### config.mk
export PLATFORM = sky130hd
export DESIGN_NAME = hack_cpu_ctrl
export DESIGN_NICKNAME = d
export VERILOG_FILES = /design/src/rtl/hack_pkg.sv /design/src/rtl/hack_jump_unit.sv /design/src/rtl/hack_cpu_ctrl.sv
export SDC_FILE = /design/constraint.sdc
export NUM_CORES = 1
export LEC_CHECK = 0
export BUFFER_PORTS_ARGS = -buffer_cell sky130_fd_sc_hd__buf_2
export CAP_MARGIN = 5
export CELL_PAD_IN_SITES_DETAIL_PLACEMENT = 1
export CELL_PAD_IN_SITES_GLOBAL_PLACEMENT = 1
export CORE_UTILIZATION = 42
export DETAILED_ROUTE_END_ITERATION = 10
export MAX_ROUTING_LAYER = met4
export PLACE_DENSITY = 0.85
export SYNTH_ARGS = -nofsm -noshare
export SYNTH_HDL_FRONTEND = slang
export SYNTH_SLANG_ARGS = --single-unit
### constraint.sdc
create_clock -name clk -period 4.5 [get_ports clk]
set_clock_uncertainty 0.2 [all_clocks]
set_input_delay 0.675 -clock clk [delete_from_list [all_inputs] [get_ports clk]]
set_output_delay 0.675 -clock clk [all_outputs]
set_load 0.005 [all_outputs]
### src/rtl/hack_pkg.sv
// Shared definitions for the Hack CPU control stage: FSM states,
// instruction field positions and the ALU control bundle.
package hack_pkg;

    localparam int HACK_PC_W = 15;
    localparam int HACK_W    = 16;

    typedef enum logic [2:0] {
        S_FETCH,
        S_DECODE,
        S_MEM_RD,
        S_EXEC,
        S_MEM_WR
    } state_t;

    localparam int IR_CI      = 15;
    localparam int IR_A       = 12;
    localparam int IR_COMP_HI = 11;
    localparam int IR_COMP_LO = 6;
    localparam int IR_D1      = 5;
    localparam int IR_D2      = 4;
    localparam int IR_D3      = 3;
    localparam int IR_JMP_HI  = 2;
    localparam int IR_JMP_LO  = 0;

    typedef struct packed {
        logic zx;
        logic nx;
        logic zy;
        logic ny;
        logic f;
        logic no;
    } alu_ctrl_t;

endpackage

### src/rtl/hack_jump_unit.sv
// Hack jump condition: j[2]=lt, j[1]=eq, j[0]=gt, evaluated on the ALU flags.
module hack_jump_unit (
    input  logic [2:0] j,
    input  logic       zr,
    input  logic       ng,
    output logic       take
);

    assign take = (j[2] & ng) | (j[1] & zr) | (j[0] & ~ng & ~zr);

endmodule

### src/rtl/hack_cpu_ctrl.sv
// Multi-cycle Hack CPU control/register stage wrapped around an external
// combinational ALU; fetches over req/ack and writes back to A, D or memory.
module hack_cpu_ctrl
    import hack_pkg::*;
(
    input  logic                 clk,
    input  logic                 rst_n,
    input  logic                 run,
    output logic                 imem_req,
    output logic [HACK_PC_W-1:0] imem_addr,
    input  logic                 imem_ack,
    input  logic [HACK_W-1:0]    imem_data,
    output logic                 dmem_rd_req,
    output logic                 dmem_wr_req,
    output logic [HACK_PC_W-1:0] dmem_addr,
    output logic [HACK_W-1:0]    dmem_wdata,
    input  logic                 dmem_ack,
    input  logic [HACK_W-1:0]    dmem_rdata,
    output logic [HACK_W-1:0]    alu_x,
    output logic [HACK_W-1:0]    alu_y,
    output logic [5:0]           alu_ctrl,
    input  logic [HACK_W-1:0]    alu_out,
    input  logic                 alu_zr,
    input  logic                 alu_ng,
    output logic [HACK_PC_W-1:0] pc,
    output logic [HACK_W-1:0]    a_reg,
    output logic [HACK_W-1:0]    d_reg,
    output logic                 retire
);

    state_t                 state;
    state_t                 state_nxt;
    logic [HACK_W-1:0]      ir;
    logic [HACK_W-1:0]      m_reg;
    logic [HACK_PC_W-1:0]   waddr;
    logic                   fetch_pend;
    logic                   take;
    logic [HACK_PC_W-1:0]   pc_inc;
    alu_ctrl_t              ctrl;

    assign pc_inc    = pc + 15'd1;
    assign imem_addr = pc;
    assign ctrl      = alu_ctrl_t'(ir[IR_COMP_HI:IR_COMP_LO]);
    assign alu_ctrl  = ctrl;
    assign alu_x     = d_reg;
    assign alu_y     = ir[IR_A] ? m_reg : a_reg;
    // Reads address through live A; writes use the A captured in EXEC.
    assign dmem_addr = (state == S_MEM_WR) ? waddr : a_reg[HACK_PC_W-1:0];

    hack_jump_unit u_jump (
        .j    (ir[IR_JMP_HI:IR_JMP_LO]),
        .zr   (alu_zr),
        .ng   (alu_ng),
        .take (take)
    );

    always_ff @(posedge clk or negedge rst_n) begin
        if (!rst_n) state <= S_FETCH;
        else        state <= state_nxt;
    end

    always_comb begin
        state_nxt = state;
        case (state)
            S_FETCH:  if (imem_req && imem_ack) state_nxt = S_DECODE;
            S_DECODE: begin
                if (!ir[IR_CI])    state_nxt = S_FETCH;
                else if (ir[IR_A]) state_nxt = S_MEM_RD;
                else               state_nxt = S_EXEC;
            end
            S_MEM_RD: if (dmem_ack) state_nxt = S_EXEC;
            S_EXEC:   state_nxt = ir[IR_D3] ? S_MEM_WR : S_FETCH;
            S_MEM_WR: if (dmem_ack) state_nxt = S_FETCH;
            default:  state_nxt = S_FETCH;
        endcase
    end

    // The fetch request is gated by rst_n so it drops while reset is held even if run is high.
    always_comb begin
        imem_req    = 1'b0;
        dmem_rd_req = 1'b0;
        dmem_wr_req = 1'b0;
        retire      = 1'b0;
        case (state)
            S_FETCH:  imem_req    = rst_n & (run | fetch_pend);
            S_DECODE: retire      = ~ir[IR_CI];
            S_MEM_RD: dmem_rd_req = 1'b1;
            S_EXEC:   retire      = ~ir[IR_D3];
            S_MEM_WR: begin
                dmem_wr_req = 1'b1;
                retire      = dmem_ack;
            end
            default: ;
        endcase
    end

    always_ff @(posedge clk or negedge rst_n) begin
        if (!rst_n) begin
            fetch_pend <= 1'b0;
            ir         <= '0;
            m_reg      <= '0;
            a_reg      <= '0;
            d_reg      <= '0;
            pc         <= '0;
            waddr      <= '0;
            dmem_wdata <= '0;
        end else begin
            fetch_pend <= imem_req & ~imem_ack;
            case (state)
                S_FETCH: if (imem_req && imem_ack) ir <= imem_data;
                S_DECODE: begin
                    if (!ir[IR_CI]) begin
                        a_reg <= {1'b0, ir[14:0]};
                        pc    <= pc_inc;
                    end
                end
                S_MEM_RD: if (dmem_ack) m_reg <= dmem_rdata;
                S_EXEC: begin
                    if (ir[IR_D1]) a_reg <= alu_out;
                    if (ir[IR_D2]) d_reg <= alu_out;
                    pc <= take ? a_reg[HACK_PC_W-1:0] : pc_inc;
                    if (ir[IR_D3]) begin
                        dmem_wdata <= alu_out;
                        waddr      <= a_reg[HACK_PC_W-1:0];
                    end
                end
                default: ;
            endcase
        end
    end

endmodule

==> impl_metrics.env <==
export IMPL_status="finished clean"
export IMPL_drive_above_1_share_pct=55.3
export IMPL_ios=190
export IMPL_nets=660
export IMPL_peakVddDrop_uv=428
export IMPL_synth_edf_count=0
export IMPL_arrival_ns=2.22
export IMPL_fin_ws_ns=1.40
export IMPL_layout_common_cells="188 x buf_2, 114 x dfrtp_1, 109 x mux2_2"
export IMPL_rsz0062_at_grt="no"
export IMPL_drc=0
export IMPL_post_route_util_pct=54.8
export IMPL_gr_usage_met1_pct=31.6
export IMPL_finalSetupViolCount=0
export IMPL_final_min_clock_period_ns=3.10
export IMPL_cts_setup_buffers=0
export IMPL_slew_limit_headroom_pct=34.1
export IMPL_clock_path_buffers=2
export IMPL_syn_area_per_cell_um2=12.2
export IMPL_grt_pass1_wl_um=25100
export IMPL_fin_cells=790
export IMPL_cts_inserted_buffers=17
export IMPL_dp_hpwl_um=11000
export IMPL_first_iter_violations=168
export IMPL_grt_pass1_vias=4465
export IMPL_clkTransAtPathRegs_ns=0.05
export IMPL_core_um2=12700
export IMPL_cp_start_kind="flip-flop"
export IMPL_p_int_mw=3.53
export IMPL_areaGrowthSynthToFinish_pct=26.5
export IMPL_gp_congestion=0.859
export IMPL_cts_hold_buf=0
export IMPL_clock_sinks=114
export IMPL_path_max_fanout=17
export IMPL_fp_dieW_um=116
export IMPL_cts_htree_levels=4
export IMPL_critPathRequiredTime_ns=3.62
export IMPL_routed_wirelength_um=16200
export IMPL_dr_pass1_iters=4
export IMPL_fin_crit_sh_pct=68.8
export IMPL_pwr_share_clk_pct=27.3
export IMPL_syn_nets=506
export IMPL_synth_main_ff_cell="dfrtp_1"
export IMPL_async_flop_share_pct=100
export IMPL_worst_pin_slew_ns=0.987
export IMPL_dieArea_um2=13500
export IMPL_drtAntennaViolNets=0
export IMPL_gr_usage_met2_pct=43.3
export IMPL_tritoncts="done"
export IMPL_grt_max_degree=61
export IMPL_overflow=0
export IMPL_via_per_inst=5.34
export IMPL_swShare_pct=34.4
export IMPL_via_count=4220
export IMPL_p_seq_share_pct=37.7
export IMPL_hold_viol=0
export IMPL_max_freq_mhz=323
export IMPL_placed_cells=757
export IMPL_switchingPower_mw=1.85
export IMPL_critical_path_class="flip-flop to primary output"
export IMPL_pre_cts_ws_ns=1.70
export IMPL_dieHeight_um=116
export IMPL_hp_class="input pin to async pin"
export IMPL_p_leak_nw=3.43
export IMPL_initial_core_util_pct=43.3
export IMPL_grt_usage_pct=26.3
export IMPL_final_max_slew_violation_count=0
export IMPL_cts_root_buf="clkbuf_16"
export IMPL_reg2reg_depth=3
export IMPL_cts_resized=0
export IMPL_synth_area_um2=5490
export IMPL_setup_tns_ns=0
export IMPL_end_kind="primary output"
export IMPL_ys_warnings_count=0
export IMPL_synth_cell_type_count=48
export IMPL_io_buffers=189
export IMPL_ys_seq_area_share_pct=51.9
export IMPL_final_common_cell="buf_2"
export IMPL_grtUsageMet3_pct=6.02
export IMPL_antenna_found_initial=1
export IMPL_drv_cap=0
export IMPL_combinationalPowerShare_pct=34.9
export IMPL_ys_seq_elements=114
export IMPL_grt_busiest_layer="met2"
export IMPL_power_density_nw_per_um2=776
export IMPL_wl_per_cell_um=20.5
export IMPL_synth_cells=450
export IMPL_rows=41
export IMPL_clk_latency_ns=0.42
-- logic make-up (layout without fill, tap and decap cells) --
logic type | after synthesis | in the layout | share of synthesized area, %
compound gates | 50 | 50 | 5.51
xor+xnor | 4 | 4 | 0.638
fa+ha+maj | 1 | 1 | 0.228
buf+inv | 64 | 231 | 7.54
flops | 114 | 114 | 51.9
mux | 125 | 125 | 25.3
other cells | 0 | 1 | 0
simple gates | 92 | 92 | 8.88
-- layer usage --
metal	wire [µm]	vias to the layer above
met2	8410	158
li1	-	1878
met5	0	-
met4	167	0
met1	6740	2164
met3	855	20
-- power by group through the flow --
| stage | Combinational [mW] | Sequential, mW | Clock [mW] |
|---|---|---|---|
| final | 1.88 | 2.03 | 1.47 |
| after global routing | 2.07 | 2.10 | 1.54 |
| after CTS | 1.91 | 2.03 | 1.49 |
| after detailed placement | 1.88 | 2.03 | 0 |
| after global placement | 1.80 | 1.98 | 0 |
| after floorplan | 1.28 | 1.86 | 0 |
-- worst max-delay path, cell delays in order (launching register included) --
cell and delay (ns):
dfrtp_1 0.53, nor2_1 0.25, nand2_1 0.12, inv_2 0.37, mux2_2 0.40, buf_2 0.14
-- synth_stat cells (all sizes together), types with 2 or more instances --
| library cell | n | area [µm²] |
|---|---|---|
| mux2i | 16 | 160 |
| a21oi | 6 | 33.8 |
| a22oi | 3 | 22.5 |
| or4 | 2 | 15.0 |
| nand2b | 3 | 18.8 |
| a31oi | 3 | 18.8 |
| a211oi | 2 | 15.0 |
| xnor2 | 2 | 17.5 |
| dfrtp | 114 | 2850 |
| nand4 | 4 | 25.0 |
| nand2 | 34 | 133 |
| buf | 54 | 377 |
| clkbuf | 3 | 11.3 |
| o21ai | 27 | 135 |
| nor2 | 9 | 33.8 |
| inv | 7 | 26.3 |
| mux2 | 109 | 1230 |
| or3 | 5 | 31.3 |
| nand3 | 14 | 75.1 |
| and4 | 3 | 26.3 |
| nor2b | 4 | 25.0 |
| xor2 | 2 | 17.5 |
| nor4 | 3 | 18.8 |
| and3 | 3 | 18.8 |
-- layout make-up --
cell class              instances  area (µm²)
well taps                     172         215
inverters                       7        26.3
fillers                      1373        5720
diodes                          1        2.50
clock buffers                  23         498
repair buffers                192         971
flip-flops and latches        114        2850
multi-input cells             272        2230
clock inverters                 9         150
-- path summary, 6_finish.rpt --
check,startpoint,end,slack [ns]
setup / recovery,state[1],dmem_addr[11],1.40
max in group asynchronous,rst_n,m_reg[12],2.56
setup reg to reg,state[0],dmem_wdata[6],1.66
min in group clk,imem_ack,fetch_pend,0.26
hold reg to reg,dmem_wdata[1],dmem_wdata[1],0.30
hold / removal,rst_n,dmem_wdata[12],0.24
-- stage by stage --
step                hold slack [ns]  area [µm²]  total power, mW
floorplan                     0.179        5490             3.14
global placement              0.282        6300             3.78
detailed placement            0.288        6300             3.91
CTS                           0.245        6940             5.43
global route                  0.259        6950             5.71
finish                        0.242        6950             5.39
No activity file was read; power rests on OpenSTA's default activity.
